$ cat src/rtl/rv32i_types.sv
// Shared RV32I pipeline types: arbiter FSM encoding and the cache line width.
package rv32i_types;

    localparam int CACHE_LINE_WIDTH = 256;

    typedef enum logic [1:0] {
        IDLE    = 2'd0,
        SERVE_I = 2'd1,
        SERVE_D = 2'd2,
        RECOVER = 2'd3
    } arb_state_t;

endpackage

$ cat src/rtl/cache_arbiter.sv
// Shares one memory line port between the I-cache and D-cache, granting each
// miss whole and alternating ties through last_d_r so neither side starves.
module cache_arbiter
    import rv32i_types::*;
#(
    parameter int LINE_WIDTH = CACHE_LINE_WIDTH,
    parameter int ADDR_WIDTH = 32
) (
    input  logic                  clk,
    input  logic                  rst,
    input  logic                  i_pmem_read,
    input  logic [ADDR_WIDTH-1:0] i_pmem_address,
    output logic [LINE_WIDTH-1:0] i_pmem_rdata,
    output logic                  i_pmem_resp,
    input  logic                  d_pmem_read,
    input  logic                  d_pmem_write,
    input  logic [ADDR_WIDTH-1:0] d_pmem_address,
    input  logic [LINE_WIDTH-1:0] d_pmem_wdata,
    output logic [LINE_WIDTH-1:0] d_pmem_rdata,
    output logic                  d_pmem_resp,
    output logic                  pmem_read,
    output logic                  pmem_write,
    output logic [ADDR_WIDTH-1:0] pmem_address,
    output logic [LINE_WIDTH-1:0] pmem_wdata,
    input  logic [LINE_WIDTH-1:0] pmem_rdata,
    input  logic                  pmem_resp
);

    arb_state_t state_r;
    arb_state_t next_state_s;
    logic       last_d_r;
    logic       next_last_d_s;
    logic       i_req_s;
    logic       d_req_s;

    assign i_req_s      = i_pmem_read;
    assign d_req_s      = d_pmem_read | d_pmem_write;
    assign i_pmem_rdata = pmem_rdata;
    assign d_pmem_rdata = pmem_rdata;

    // State and tie-break history registers.
    always_ff @(posedge clk) begin
        if (rst) begin
            state_r  <= IDLE;
            last_d_r <= 1'b0;
        end else begin
            state_r  <= next_state_s;
            last_d_r <= next_last_d_s;
        end
    end

    // Next-state selection; a grant is held until the memory responds.
    always_comb begin
        next_state_s  = state_r;
        next_last_d_s = last_d_r;
        case (state_r)
            IDLE: begin
                if (i_req_s && d_req_s) begin
                    next_state_s = last_d_r ? SERVE_I : SERVE_D;
                end else if (i_req_s) begin
                    next_state_s = SERVE_I;
                end else if (d_req_s) begin
                    next_state_s = SERVE_D;
                end else begin
                    next_state_s = IDLE;
                end
            end
            SERVE_I: begin
                if (pmem_resp) begin
                    next_state_s  = RECOVER;
                    next_last_d_s = 1'b0;
                end else begin
                    next_state_s = SERVE_I;
                end
            end
            SERVE_D: begin
                if (pmem_resp) begin
                    next_state_s  = RECOVER;
                    next_last_d_s = 1'b1;
                end else begin
                    next_state_s = SERVE_D;
                end
            end
            RECOVER: begin
                // Dead cycle lets the served cache drop its request first.
                next_state_s = IDLE;
            end
            default: begin
                next_state_s = IDLE;
            end
        endcase
    end

    // Memory-port mux: only the granted side sees strobes and responses.
    always_comb begin
        pmem_read    = 1'b0;
        pmem_write   = 1'b0;
        pmem_address = {ADDR_WIDTH{1'b0}};
        pmem_wdata   = {LINE_WIDTH{1'b0}};
        i_pmem_resp  = 1'b0;
        d_pmem_resp  = 1'b0;
        case (state_r)
            SERVE_I: begin
                pmem_read    = i_pmem_read;
                pmem_address = i_pmem_address;
                i_pmem_resp  = pmem_resp;
            end
            SERVE_D: begin
                pmem_read    = d_pmem_read;
                pmem_write   = d_pmem_write;
                pmem_address = d_pmem_address;
                pmem_wdata   = d_pmem_wdata;
                d_pmem_resp  = pmem_resp;
            end
            IDLE: begin
                pmem_read = 1'b0;
            end
            RECOVER: begin
                pmem_read = 1'b0;
            end
            default: begin
                pmem_read = 1'b0;
            end
        endcase
    end

endmodule

$ cat config.mk
export PLATFORM = sky130hd
export DESIGN_NAME = cache_arbiter
export DESIGN_NICKNAME = d
export VERILOG_FILES = /design/src/rtl/rv32i_types.sv /design/src/rtl/cache_arbiter.sv
export SDC_FILE = /design/constraint.sdc
export NUM_CORES = 1
export LEC_CHECK = 0
export ABC_AREA = 1
export CAP_MARGIN = 25
export CORE_AREA = 2 2 534 536
export CTS_CLUSTER_SIZE = 40
export DETAILED_ROUTE_END_ITERATION = 10
export DIE_AREA = 0 0 536 538
export GPL_ROUTABILITY_DRIVEN = 0
export SLEW_MARGIN = 20
export SYNTH_ARGS = -nofsm -noshare
export SYNTH_HDL_FRONTEND = slang
export SYNTH_SLANG_ARGS = --single-unit
$ cat constraint.sdc
create_clock -name clk -period 1.8 [get_ports clk]
set_input_delay 0.36 -clock clk [delete_from_list [all_inputs] [get_ports clk]]
set_output_delay 0.36 -clock clk [all_outputs]
set_load 0.02 [all_outputs]
; After elaboration in Yosys (flattened, before gate mapping)
; Cells that the tools add are included.
[word_totals]
register_bits = 3
out_inout_bits = 804
wordCells = 29
[classes]
eq_ne = 5
mux = 16
bitwise_logic = 1
n_reduce_logical = 5
[ops]
columns = op, n
row1 = $mux W256, 1
row2 = $pmux W32 S2, 1
row3 = $mux W2, 5
row4 = $pmux W2 S4, 1
row5 = $mux W1, 6
row6 = $eq A2 B2 Y1 const B, 2
row7 = $ne A2 B2 Y1 const B, 2
row8 = $pmux W1 S3, 1
row9 = $reduce_and A3 Y1, 1
row10 = $eq A2 B1 Y1 const B, 1
row11 = $logic_not A2 Y1, 1
row12 = $pmux W1 S2, 1
row13 = $reduce_bool A2 Y1, 1
row14 = $reduce_or A2 Y1, 1
row15 = $logic_and A1 B1 Y1, 1
row16 = $or A1 B1 Y1, 1

; Logic depth before layout (Yosys ltp)
; Gate-level depths: netlist of run 1.
[depth]
word_depth = 5
mapped_depth = 7

; Least setup slack after synthesis of run 1
; Ideal clock, no wire load.
[synth_path]
kind = register to output
start = register state_r[0]
end = output pmem_address[0]
t_arrival_ns = 1.282
setup_slack_ns = 0.158
path_stages_with_launch = 6
path_buffers = 1
cell_sequence = dfxtp_1 > inv_1 > ha_1 > inv_1 > clkbuf_1 > a21oi_1
[synth_via]
elab_chain_len = 2
word_cells_on_any_way = 3
classes_between = 2 x eq/ne / 1 x mux
[synth_rtl]
columns = element, line
row1 = from (decl), cache_arbiter.sv:29  ; arb_state_t state_r;
row2 = from (signal assigned), cache_arbiter.sv:47  ; state_r <= next_state_s;
row3 = $eq A2 B2 Y1 or $eq A2 B1 Y1 (tied branches), cache_arbiter.sv:102  ; case (state_r)
row4 = $pmux W32 S2 *, cache_arbiter.sv:102
row5 = to (decl), cache_arbiter.sv:23  ; output logic [ADDR_WIDTH-1:0] pmem_address,
; Mark *: on every way between the ends. The rest lies on a longest branch, timed or not.

; Final worst setup path of run 1
[layout_path]
start = register state_r[0]
end = output pmem_wdata[252]
[layout_via]
elab_chain_len = 2
[layout_rtl]
columns = element, line
row1 = $eq A2 B2 Y1, cache_arbiter.sv:102
row2 = $mux W256, cache_arbiter.sv:102
row3 = to (decl), cache_arbiter.sv:24  ; output logic [LINE_WIDTH-1:0] pmem_wdata,
; Every way passes these cells.

==> tab_implementation.tex, run 1 <==
\begin{tabular}{lr}
\hline
Metric & Value \\
\hline
\multicolumn{2}{l}{\textbf{Logic synthesis}} \\
\quad Largest family of logic cells by synthesized area & buffers and inverters \\
\quad Number of flops mapped to enable cells by yosys & 0 \\
\quad Post-synthesis cell type with the largest combined area & sky130\_fd\_sc\_hd\_\_buf\_4 \\
\quad Post-synthesis instance total & 1199 \\
\quad Synthesized-area fraction occupied by ao, oa, aoi and oai cells & 2.70\% \\
\quad Cell with the most instances after synthesis & sky130\_fd\_sc\_hd\_\_buf\_4 \\
\quad Synthesized area & 6760 µm² \\
\quad Post-synth top cells & sky130\_fd\_sc\_hd\_\_buf\_4 (515), sky130\_fd\_sc\_hd\_\_nand2\_1 (333), sky130\_fd\_sc\_hd\_\_inv\_1 (267), sky130\_fd\_sc\_hd\_\_a21oi\_1 (35), sky130\_fd\_sc\_hd\_\_buf\_6 (23) \\
\quad Number of distinct standard cells referenced by the synthesized netlist & 12 \\
\quad Dominant register cell in the synthesized netlist & sky130\_fd\_sc\_hd\_\_dfxtp\_1 \\
\quad Synthesized-area fraction occupied by adder cells & less than 1\% \\
\quad Mean instance size in the synthesized netlist & 5.64 µm² \\
\quad Synthesized net count & 1786 \\
\quad Share of cell area taken by muxes after synthesis & 0\% \\
\quad Area share of the leading cell type in the synthesized netlist & a little under three fifths \\
\quad Basic-gate share of the synthesized area counting and, or, nand and nor cells & a little under a fifth \\
\quad Register bit count reported by yosys & 3 \\
\quad Seq/Total Area, Yosys & 0.888\% \\
\quad Synth area leaders & sky130\_fd\_sc\_hd\_\_buf\_4 (57\%), sky130\_fd\_sc\_hd\_\_nand2\_1 (18\%), sky130\_fd\_sc\_hd\_\_inv\_1 (15\%) \\
\quad Number of warning messages in the yosys log & 0 \\
\quad Xor and xnor area share after synthesis & 0\% \\
\quad Asr flop ratio synth & 0\% \\
\multicolumn{2}{l}{\textbf{Flow run}} \\
\quad Maximum Capacitance Violations & 0 \\
\multicolumn{2}{l}{\textbf{Critical path}} \\
\quad Number of buffers and inverters on the critical path & 9 \\
\quad Kind of cell adding the most delay to the critical path & buffers and inverters \\
\quad Worst path max stage delay & 0.32 ns \\
\quad CP endpoint kind & primary output \\
\quad Critical path cell sequence & inv\_2 > buf\_6 > ha\_4 > buf\_12 > buf\_16 > buf\_12 > buf\_12 > buf\_6 > nand2\_2 > inv\_2 > buf\_12 \\
\quad Startpoint Class & flip-flop \\
\quad Worst endpoint data arrival time & between 1.5 and 2 ns \\
\quad Crit-path slowest cell & sky130\_fd\_sc\_hd\_\_dfxtp\_2 \\
\quad Kind of critical path & flip-flop to primary output \\
\quad Critical path required time & 1.44 ns \\
\quad Cell type with the highest occurrence count on the critical path & sky130\_fd\_sc\_hd\_\_buf\_12 \\
\quad Crit path max fanout & 7 \\
\multicolumn{2}{l}{\textbf{CTS}} \\
\quad Max Root-Sink Buffers & 2 \\
\quad Total clock buffers created by CTS & 3 \\
\quad Clock net sink count & 3 \\
\quad Clock input transition at the sequential cells of the worst setup and hold paths & 0.03 ns \\
\quad Total of hold buffers inserted after clock tree synthesis & 0 \\
\quad TritonCTS clock tree & done \\
\quad H-Tree Depth & 1 \\
\quad Clk root buf & sky130\_fd\_sc\_hd\_\_clkbuf\_16 \\
\quad Clk Latency, worst-skew pair & 0.23 ns \\
\multicolumn{2}{l}{\textbf{Power}} \\
\quad Relative contribution of the clock network to total power & between 2 and 3\% \\
\quad Relative contribution of combinational cells to total power & around 97\% \\
\quad Switching power total & 7.22 mW \\
\quad Part of the total power dissipated in sequential elements & 0.7\% \\
\quad Net switching fraction of the power & 49.9\% \\
\quad Worst-case vdd ir drop & 0.596 mV \\
\quad Total power divided by cell area & 739 nW/µm² \\
\quad Power after layout & about 14 mW \\
\quad Internal Power & 7.26 mW \\
\quad Leak Pwr & 7.95 nW \\
\multicolumn{2}{l}{\textbf{Timing}} \\
\quad Max-slew headroom & 68.7\% \\
\quad Count of final max-slew check failures & 0 \\
\quad Clock period minus worst slack & 2.20 ns \\
\quad Final Cycle Share & 122\% \\
\quad Post-route worst setup slack & -0.399 ns \\
\quad Hold Fails Final Rpt & 0 \\
\quad Final setup violating endpoints & 292 \\
\quad Setup TNS & -85.60 ns \\
\quad Maximum frequency from static timing analysis & 455 MHz \\
\quad Clk\_skew & 0.00300 ns \\
\quad Actual slew at the worst max-slew pin & $\sim$0.47 ns \\
\quad RSZ-0062 raised after global routing & true \\
\multicolumn{2}{l}{\textbf{Cells and area}} \\
\quad Combined area of the multi-input logic cells & 3290 µm² \\
\quad Flip-flop and latch area & around 63 µm² \\
\quad Filler cell count in the final layout & around 33000 \\
\quad Proportion of layout cells with a drive suffix above 1 & 61.2\% \\
\quad Total number of nets in the final design & 1980 \\
\quad Finished layout cell area & 19600 µm² \\
\quad Area growth from synthesis to layout & 190\% \\
\multicolumn{2}{l}{\textbf{Placement}} \\
\quad Detailed placement HPWL & between 200000 and 250000 µm \\
\quad Number of input and output port buffers inserted & slightly above 600 \\
\quad Post-detailed-placement cell area & approximately 16000 µm² \\
\multicolumn{2}{l}{\textbf{Die}} \\
\quad Initial Util & 2.39\% \\
\quad Die area & 288000 µm² \\
\quad Placement Rows & roughly 200 \\
\quad Core Region & 283000 µm² \\
\quad Boundary pin count & 1386 \\
\quad Width of the die & roughly 540 µm \\
\quad Die H & 538 µm \\
\multicolumn{2}{l}{\textbf{Drt}} \\
\quad Aggregate routed wire length & 221000 µm \\
\quad DRC violation total after the first TritonRoute iteration & 289 \\
\quad Number of routed nets with antenna violations & 0 \\
\quad Number of vias after detailed routing & between 8000 and 9000 \\
\quad Avg Vias per Cell & 1.71 \\
\quad Pre-antenna DRT Iters & 4 \\
\quad DRC errors left & 0 \\
\quad Average routed wire per standard cell & around 43 µm \\
\multicolumn{2}{l}{\textbf{GRT}} \\
\quad Vias in the first global route & 8048 \\
\quad Number of antenna violations at the first check in global routing & approximately 170 \\
\quad Total Routing Usage GR & 14.6\% \\
\quad First-pass GRT wire length & 238000 µm \\
\quad Total congestion overflow after global routing & 0 \\
\quad Pin count of the biggest net entering global routing & 27 \\
\multicolumn{2}{l}{\textbf{Outcome}} \\
\quad Run status & complete, but fails checks \\
\quad Violations in the final reports & negative setup slack \\
\multicolumn{2}{l}{\textbf{Hold path}} \\
\quad Worst min-delay path category & flip-flop to flip-flop \\
\hline
\end{tabular}
per-stage QoR:
| step | setup WS, ns | cells | utilization [%] | hold WS (ns) |
|---|---|---|---|---|
| 2_1_floorplan | 0.158 | 1199 | - | 0.429 |
| 6_report | -0.399 | 5185 | 6.92 | 0.467 |
| 3_3_place_gp | -0.703 | 5070 | 5.63 | 0.448 |
| 3_5_place_dp | -0.694 | 5070 | 5.63 | 0.461 |
| 4_1_cts | -0.403 | 5140 | 6.47 | 0.467 |
| 5_1_grt | -0.440 | 5159 | 6.89 | 0.494 |
logic make-up (layout without fill, tap and decap cells):
family,count (synthesis),count (layout)
compound gates,36,36
fa+ha+maj,5,5
buf+inv,818,1011
flops,3,3
other cells,0,31
simple gates,337,337
routing by layer:
metal / global-route usage, % / up-vias / share of wire [%]
li1: - / 3270 / -
met1: 8.69 / 3449 / 20
met2: 21.5 / 1592 / 41
met3: 23.5 / 452 / 34
met4: 4.09 / 84 / 4.1
met5: 0.0822 / - / 0.24
worst reg2reg max path, cell delays in order, from the launching register on:
cell and delay [ns]:
sky130_fd_sc_hd__dfxtp_2 0.32, sky130_fd_sc_hd__inv_2 0.08, sky130_fd_sc_hd__buf_6 0.11, sky130_fd_sc_hd__ha_4 0.13, sky130_fd_sc_hd__buf_12 0.14, sky130_fd_sc_hd__buf_8 0.15, sky130_fd_sc_hd__buf_6 0.13, sky130_fd_sc_hd__nand2_4 0.06
sky130_fd_sc_hd__buf_4 0.14, sky130_fd_sc_hd__buf_4 0.13, sky130_fd_sc_hd__nand2_1 0.05, sky130_fd_sc_hd__nand2_1 0.07, sky130_fd_sc_hd__a21oi_2 0.16
power groups by stage:
stage	registers [mW]	logic (mW)	clock network, mW
finish	0.0952	14.0	0.357
global placement	0.0899	10.3	0
CTS	0.0946	13.3	0.359
detailed placement	0.0900	10.3	0
floorplan	0.0921	4.66	0
global route	0.0965	14.7	0.362
final timing paths:
check / cells after the start / slack [ns] / to / from
setup / recovery: 11 / -0.40 / pmem_wdata[252] / state_r[0]
hold / removal: 2 / 0.47 / last_d_r / last_d_r
setup reg to reg: 12 / 0.06 / state_r[1] / state_r[1]
hold reg to reg: 2 / 0.47 / last_d_r / last_d_r
what timing repair did:
| item | CTS | global route |
|---|---|---|
| pin swaps | 15 | 14 |
| gates resized for setup | 738 | 284 |
| gates cloned | 14 | 7 |
| endpoints found under the hold margin | 0 | 0 |
| buffers inserted | 53 | 19 |
| endpoints found under the setup margin | 292 | 290 |
cell usage in the layout, fill, tap and decap left out, drive strengths merged:
cell           Yosys  layout
diode              0      31
nand3              1       1
buf              548     408
nor2               3       3
dfxtp              3       3
ha                 5       5
clkbuf             3      11
a21oi             35      35
nand2            333     333
inv              267     267
clkdlybuf4s50      0     325
o31ai              1       1
registers in the layout, indices dropped and copies added (netlist names):
name / cells
last_d_r: 1
state_r: 2
layout make-up:
cell class	count	share of cell area [%]
Clock buffer	4	0.402
Timing Repair Buffer	740	52.3
Inverter	267	5.83
Multi-Input combinational cell	378	16.8
Tap cell	3762	24.0
Antenna cell	31	0.396
Sequential cell	3	0.319
(Power assumes the default switching activity.)
==> run 2, diff against run 1 <==
--- a/config.mk
+++ b/config.mk
@@ -5,12 +5,11 @@
 export SDC_FILE = /design/constraint.sdc
 export NUM_CORES = 1
 export LEC_CHECK = 0
-export ABC_AREA = 1
 export CAP_MARGIN = 25
-export CORE_AREA = 2 2 534 536
+export CORE_AREA = 2 2 533 535
 export CTS_CLUSTER_SIZE = 40
 export DETAILED_ROUTE_END_ITERATION = 10
-export DIE_AREA = 0 0 536 538
+export DIE_AREA = 0 0 535 537
 export GPL_ROUTABILITY_DRIVEN = 0
 export SLEW_MARGIN = 20
 export SYNTH_ARGS = -nofsm -noshare
==> run 2 against run 1 <==
  * Maximum frequency increased by 4.5%
  * Synthesized area decreased by 6.2%
  * The flow still finishes with violations (negative setup slack)
  * Largest power group unchanged
  * Critical path type unchanged
  * Sequential cell count unchanged
  * Core utilization decreased by 0.66 points
  * Largest cell class unchanged
==> tab_implementation.tex, run 2 <==
\begin{tabular}{lr}
\hline
Metric & Value \\
\hline
\multicolumn{2}{l}{\textbf{Logic synthesis}} \\
\quad Area share of the leading cell type in the synthesized netlist & between 60\% and 70\% \\
\quad Mean instance size in the synthesized netlist & 7.06 µm² \\
\quad Number of distinct standard cells referenced by the synthesized netlist & 22 \\
\quad Dominant register cell in the synthesized netlist & sky130\_fd\_sc\_hd\_\_dfxtp\_1 \\
\quad Seq/Total Area, Yosys & less than 1\% \\
\quad Number of flops mapped to enable cells by yosys & 0 \\
\quad Number of warning messages in the yosys log & 0 \\
\quad Post-synthesis instance total & 898 \\
\quad Register bit count reported by yosys & 3 \\
\quad Post-synth top cells & sky130\_fd\_sc\_hd\_\_buf\_4 (513), sky130\_fd\_sc\_hd\_\_and2\_1 (259), sky130\_fd\_sc\_hd\_\_a22oi\_1 (32), sky130\_fd\_sc\_hd\_\_nor2b\_1 (32), sky130\_fd\_sc\_hd\_\_clkbuf\_2 (18) \\
\quad Cell with the most instances after synthesis & sky130\_fd\_sc\_hd\_\_buf\_4 \\
\quad Asr flop ratio synth & 0\% \\
\quad Post-synthesis cell type with the largest combined area & sky130\_fd\_sc\_hd\_\_buf\_4 \\
\quad Synthesized area & 6340 µm² \\
\quad Synthesized net count & 1485 \\
\quad Synth area leaders & sky130\_fd\_sc\_hd\_\_buf\_4 (61\%), sky130\_fd\_sc\_hd\_\_and2\_1 (26\%), sky130\_fd\_sc\_hd\_\_a22oi\_1 (3.8\%) \\
\multicolumn{2}{l}{\textbf{CTS}} \\
\quad H-Tree Depth & 1 \\
\quad Total clock buffers created by CTS & 3 \\
\quad Clk Latency, worst-skew pair & 0.23 ns \\
\quad Total of hold buffers inserted after clock tree synthesis & 0 \\
\quad Clock net sink count & 3 \\
\quad Max Root-Sink Buffers & 2 \\
\quad TritonCTS clock tree & done \\
\quad Clk root buf & sky130\_fd\_sc\_hd\_\_clkbuf\_16 \\
\quad Clock input transition at the sequential cells of the worst setup and hold paths & $\sim$0.040 ns \\
\multicolumn{2}{l}{\textbf{Critical path}} \\
\quad CP endpoint kind & primary output \\
\quad Crit-path slowest cell & sky130\_fd\_sc\_hd\_\_dfxtp\_2 \\
\quad Cell type with the highest occurrence count on the critical path & sky130\_fd\_sc\_hd\_\_buf\_12 \\
\quad Crit path max fanout & 7 \\
\quad Worst endpoint data arrival time & 1.75 ns \\
\quad Critical path required time & 1.44 ns \\
\quad Worst Reg-to-Reg Cells & 6 \\
\quad Capture instance of the worst register-to-register path & state\_r[0] \\
\quad Reg2Reg Setup Slack & between 0.2 and 0.3 ns \\
\quad Worst path max stage delay & 0.35 ns \\
\quad Critical path cell sequence & inv\_4 > buf\_6 > ha\_4 > buf\_12 > a22oi\_2 > nor2b\_2 > buf\_12 \\
\quad Kind of critical path & flip-flop to primary output \\
\quad FF-to-FF Start & state\_r[0] \\
\quad Startpoint Class & flip-flop \\
\multicolumn{2}{l}{\textbf{GRT}} \\
\quad First-pass GRT wire length & between 200000 and 250000 µm \\
\quad Total Routing Usage GR & 15.1\% \\
\quad Vias in the first global route & 7107 \\
\quad Pin count of the biggest net entering global routing & 30 \\
\quad Number of antenna violations at the first check in global routing & approximately 210 \\
\quad Total congestion overflow after global routing & 0 \\
\multicolumn{2}{l}{\textbf{Die}} \\
\quad Boundary pin count & roughly 1400 \\
\quad Die area & 287000 µm² \\
\quad Initial Util & 2.25\% \\
\quad Placement Rows & 195 \\
\quad Die H & approximately 540 µm \\
\quad Width of the die & 535 µm \\
\quad Core Region & 281000 µm² \\
\multicolumn{2}{l}{\textbf{Drt}} \\
\quad Avg Vias per Cell & 1.56 \\
\quad Number of vias after detailed routing & $\sim$7600 \\
\quad Pre-antenna DRT Iters & 4 \\
\quad Number of routed nets with antenna violations & 0 \\
\quad Average routed wire per standard cell & 46.9 µm \\
\quad DRC errors left & 0 \\
\quad Aggregate routed wire length & $\sim$230000 µm \\
\quad DRC violation total after the first TritonRoute iteration & 271 \\
\multicolumn{2}{l}{\textbf{Cells and area}} \\
\quad Combined area of the multi-input logic cells & 2930 µm² \\
\quad Flip-flop and latch area & between 60 and 70 µm² \\
\quad Filler cell count in the final layout & 32900 \\
\quad Proportion of layout cells with a drive suffix above 1 & 58.2\% \\
\quad Most common cell after layout, fill and taps aside & sky130\_fd\_sc\_hd\_\_clkdlybuf4s50\_1 \\
\quad Final design utilization & 6.26\% \\
\quad Commonest cells after routing, fill and taps aside & sky130\_fd\_sc\_hd\_\_clkdlybuf4s50\_1 (325), sky130\_fd\_sc\_hd\_\_buf\_12 (247), sky130\_fd\_sc\_hd\_\_and2\_4 (180), sky130\_fd\_sc\_hd\_\_and2\_1 (79), sky130\_fd\_sc\_hd\_\_buf\_4 (59) \\
\quad Register with the highest flop count & state\_r \\
\quad Total number of nets in the final design & 1639 \\
\quad Largest registers ranked by flip-flop count & state\_r: 2 flops, last\_d\_r: 1 flops \\
\quad Area growth from synthesis to layout & 178\% \\
\quad Layout Cells excl Fill & between 4000 and 5000 \\
\quad Max FFs per register & 2 \\
\multicolumn{2}{l}{\textbf{Power}} \\
\quad Leak Pwr & between 5 and 6 nW \\
\quad Worst-case vdd ir drop & 0.645 mV \\
\quad Power after layout & 17.7 mW \\
\quad Total power divided by cell area & roughly 1000 nW/µm² \\
\multicolumn{2}{l}{\textbf{Timing}} \\
\quad Clock period minus worst slack & 2.11 ns \\
\quad Count of final max-slew check failures & 0 \\
\quad Max-slew headroom & 78.6\% \\
\quad Maximum frequency from static timing analysis & 475 MHz \\
\quad Post-route worst setup slack & -0.305 ns \\
\quad Actual slew at the worst max-slew pin & 0.321 ns \\
\quad Final Cycle Share & 117\% \\
\quad Clk\_skew & 0.00705 ns \\
\quad Setup TNS & -50.55 ns \\
\quad Hold Fails Final Rpt & 0 \\
\quad RSZ-0062 raised after global routing & true \\
\quad Final setup violating endpoints & 287 \\
\multicolumn{2}{l}{\textbf{Flow run}} \\
\quad Maximum Capacitance Violations & 0 \\
\multicolumn{2}{l}{\textbf{Hold path}} \\
\quad Min-Delay Path Depth & 2 \\
\quad Worst min-delay path category & flip-flop to flip-flop \\
\quad Sink of the worst hold path & state\_r[1] \\
\quad HP Start & last\_d\_r \\
\multicolumn{2}{l}{\textbf{Placement}} \\
\quad Detailed placement HPWL & 217000 µm \\
\quad Number of input and output port buffers inserted & 617 \\
\quad Number of placed instances, taps included & between 4000 and 5000 \\
\multicolumn{2}{l}{\textbf{Outcome}} \\
\quad Run status & complete, but fails checks \\
\quad Violations in the final reports & negative setup slack \\
\hline
\end{tabular}
## run 2: cell count changes in the layout (fill, tap and decap cells not counted), sizes merged, moves of 32 or more
| cell | previous run | this run |
|---|---|---|
| a21oi | 35 | 2 |
| inv | 267 | 3 |
| buf | 408 | 352 |
| and2 | 0 | 259 |
| nand2 | 333 | 3 |
| nor2b | 0 | 32 |
| a22oi | 0 | 32 |
## run 2: area by class of cell
class / instances / area share [%]
Antenna cell: 50 / 0.711
Clock buffer: 4 / 0.448
Inverter: 3 / 0.0924
Multi-Input combinational cell: 341 / 16.7
Sequential cell: 3 / 0.370
Tap cell: 3743 / 26.6
Timing Repair Buffer: 700 / 55.1
## run 2: repair_timing
action,CTS,global route
setup endpoints to repair,292,292
setup buffers,36,9
gates resized for setup,403,101
cloned,14,6
pin swaps,7,20
## run 2: cell families after synthesis
family                   synth area share, %
AO/OA/AOI/OAI                           4.83
buffers and inverters                   64.2
adder cells (fa/ha/maj)                0.987
AND/OR/NAND/NOR                         29.0
flip-flops                             0.947
## run 2: power breakdown
| group | internal [mW] | total, mW | switching, mW |
|---|---|---|---|
| logic | 8.93 | 17.2 | 8.28 |
| clock network | 0.293 | 0.366 | 0.0722 |
| registers | 0.0939 | 0.122 | 0.0279 |
## run 2: worst max-delay path by stage
stage,start,to,slack [ns],cells past startpoint
floorplan,state_r[0],pmem_read,0.09,6
global placement,state_r[0],pmem_address[16],-0.43,6
detailed placement,state_r[0],pmem_wdata[17],-0.45,5
CTS,state_r[0],pmem_wdata[135],-0.36,7
global route,state_r[0],pmem_wdata[135],-0.36,8
finish,state_r[0],pmem_address[3],-0.31,7
## run 2: through the flow
stage	hold WS [ns]	instance area [µm²]	setup WS (ns)
2_1_floorplan	0.429	6340	0.0908
3_5_place_dp	0.574	15600	-0.447
4_1_cts	0.585	17200	-0.355
5_1_grt	0.603	17500	-0.362
6_report	0.583	17600	-0.305
3_3_place_gp	0.551	15600	-0.426
## run 2: layer usage
| layer | wire, µm | vias to the layer above | global-route usage [%] |
|---|---|---|---|
| li1 | - | 2612 | - |
| met5 | 616 | - | 0.197 |
| met1 | 40100 | 2919 | 7.70 |
| met4 | 6610 | 84 | 2.96 |
| met2 | 100000 | 1481 | 24.1 |
| met3 | 79700 | 455 | 25.0 |
## run 2: critical path: cells and delay by family, from the launching register on
kind | cells | cell delay (ns)
AO/OA/AOI/OAI | 1 | 0.32
adder cells (fa/ha/maj) | 1 | 0.22
buffers and inverters | 4 | 0.49
flip-flops | 1 | 0.35
AND/OR/NAND/NOR | 1 | 0.10
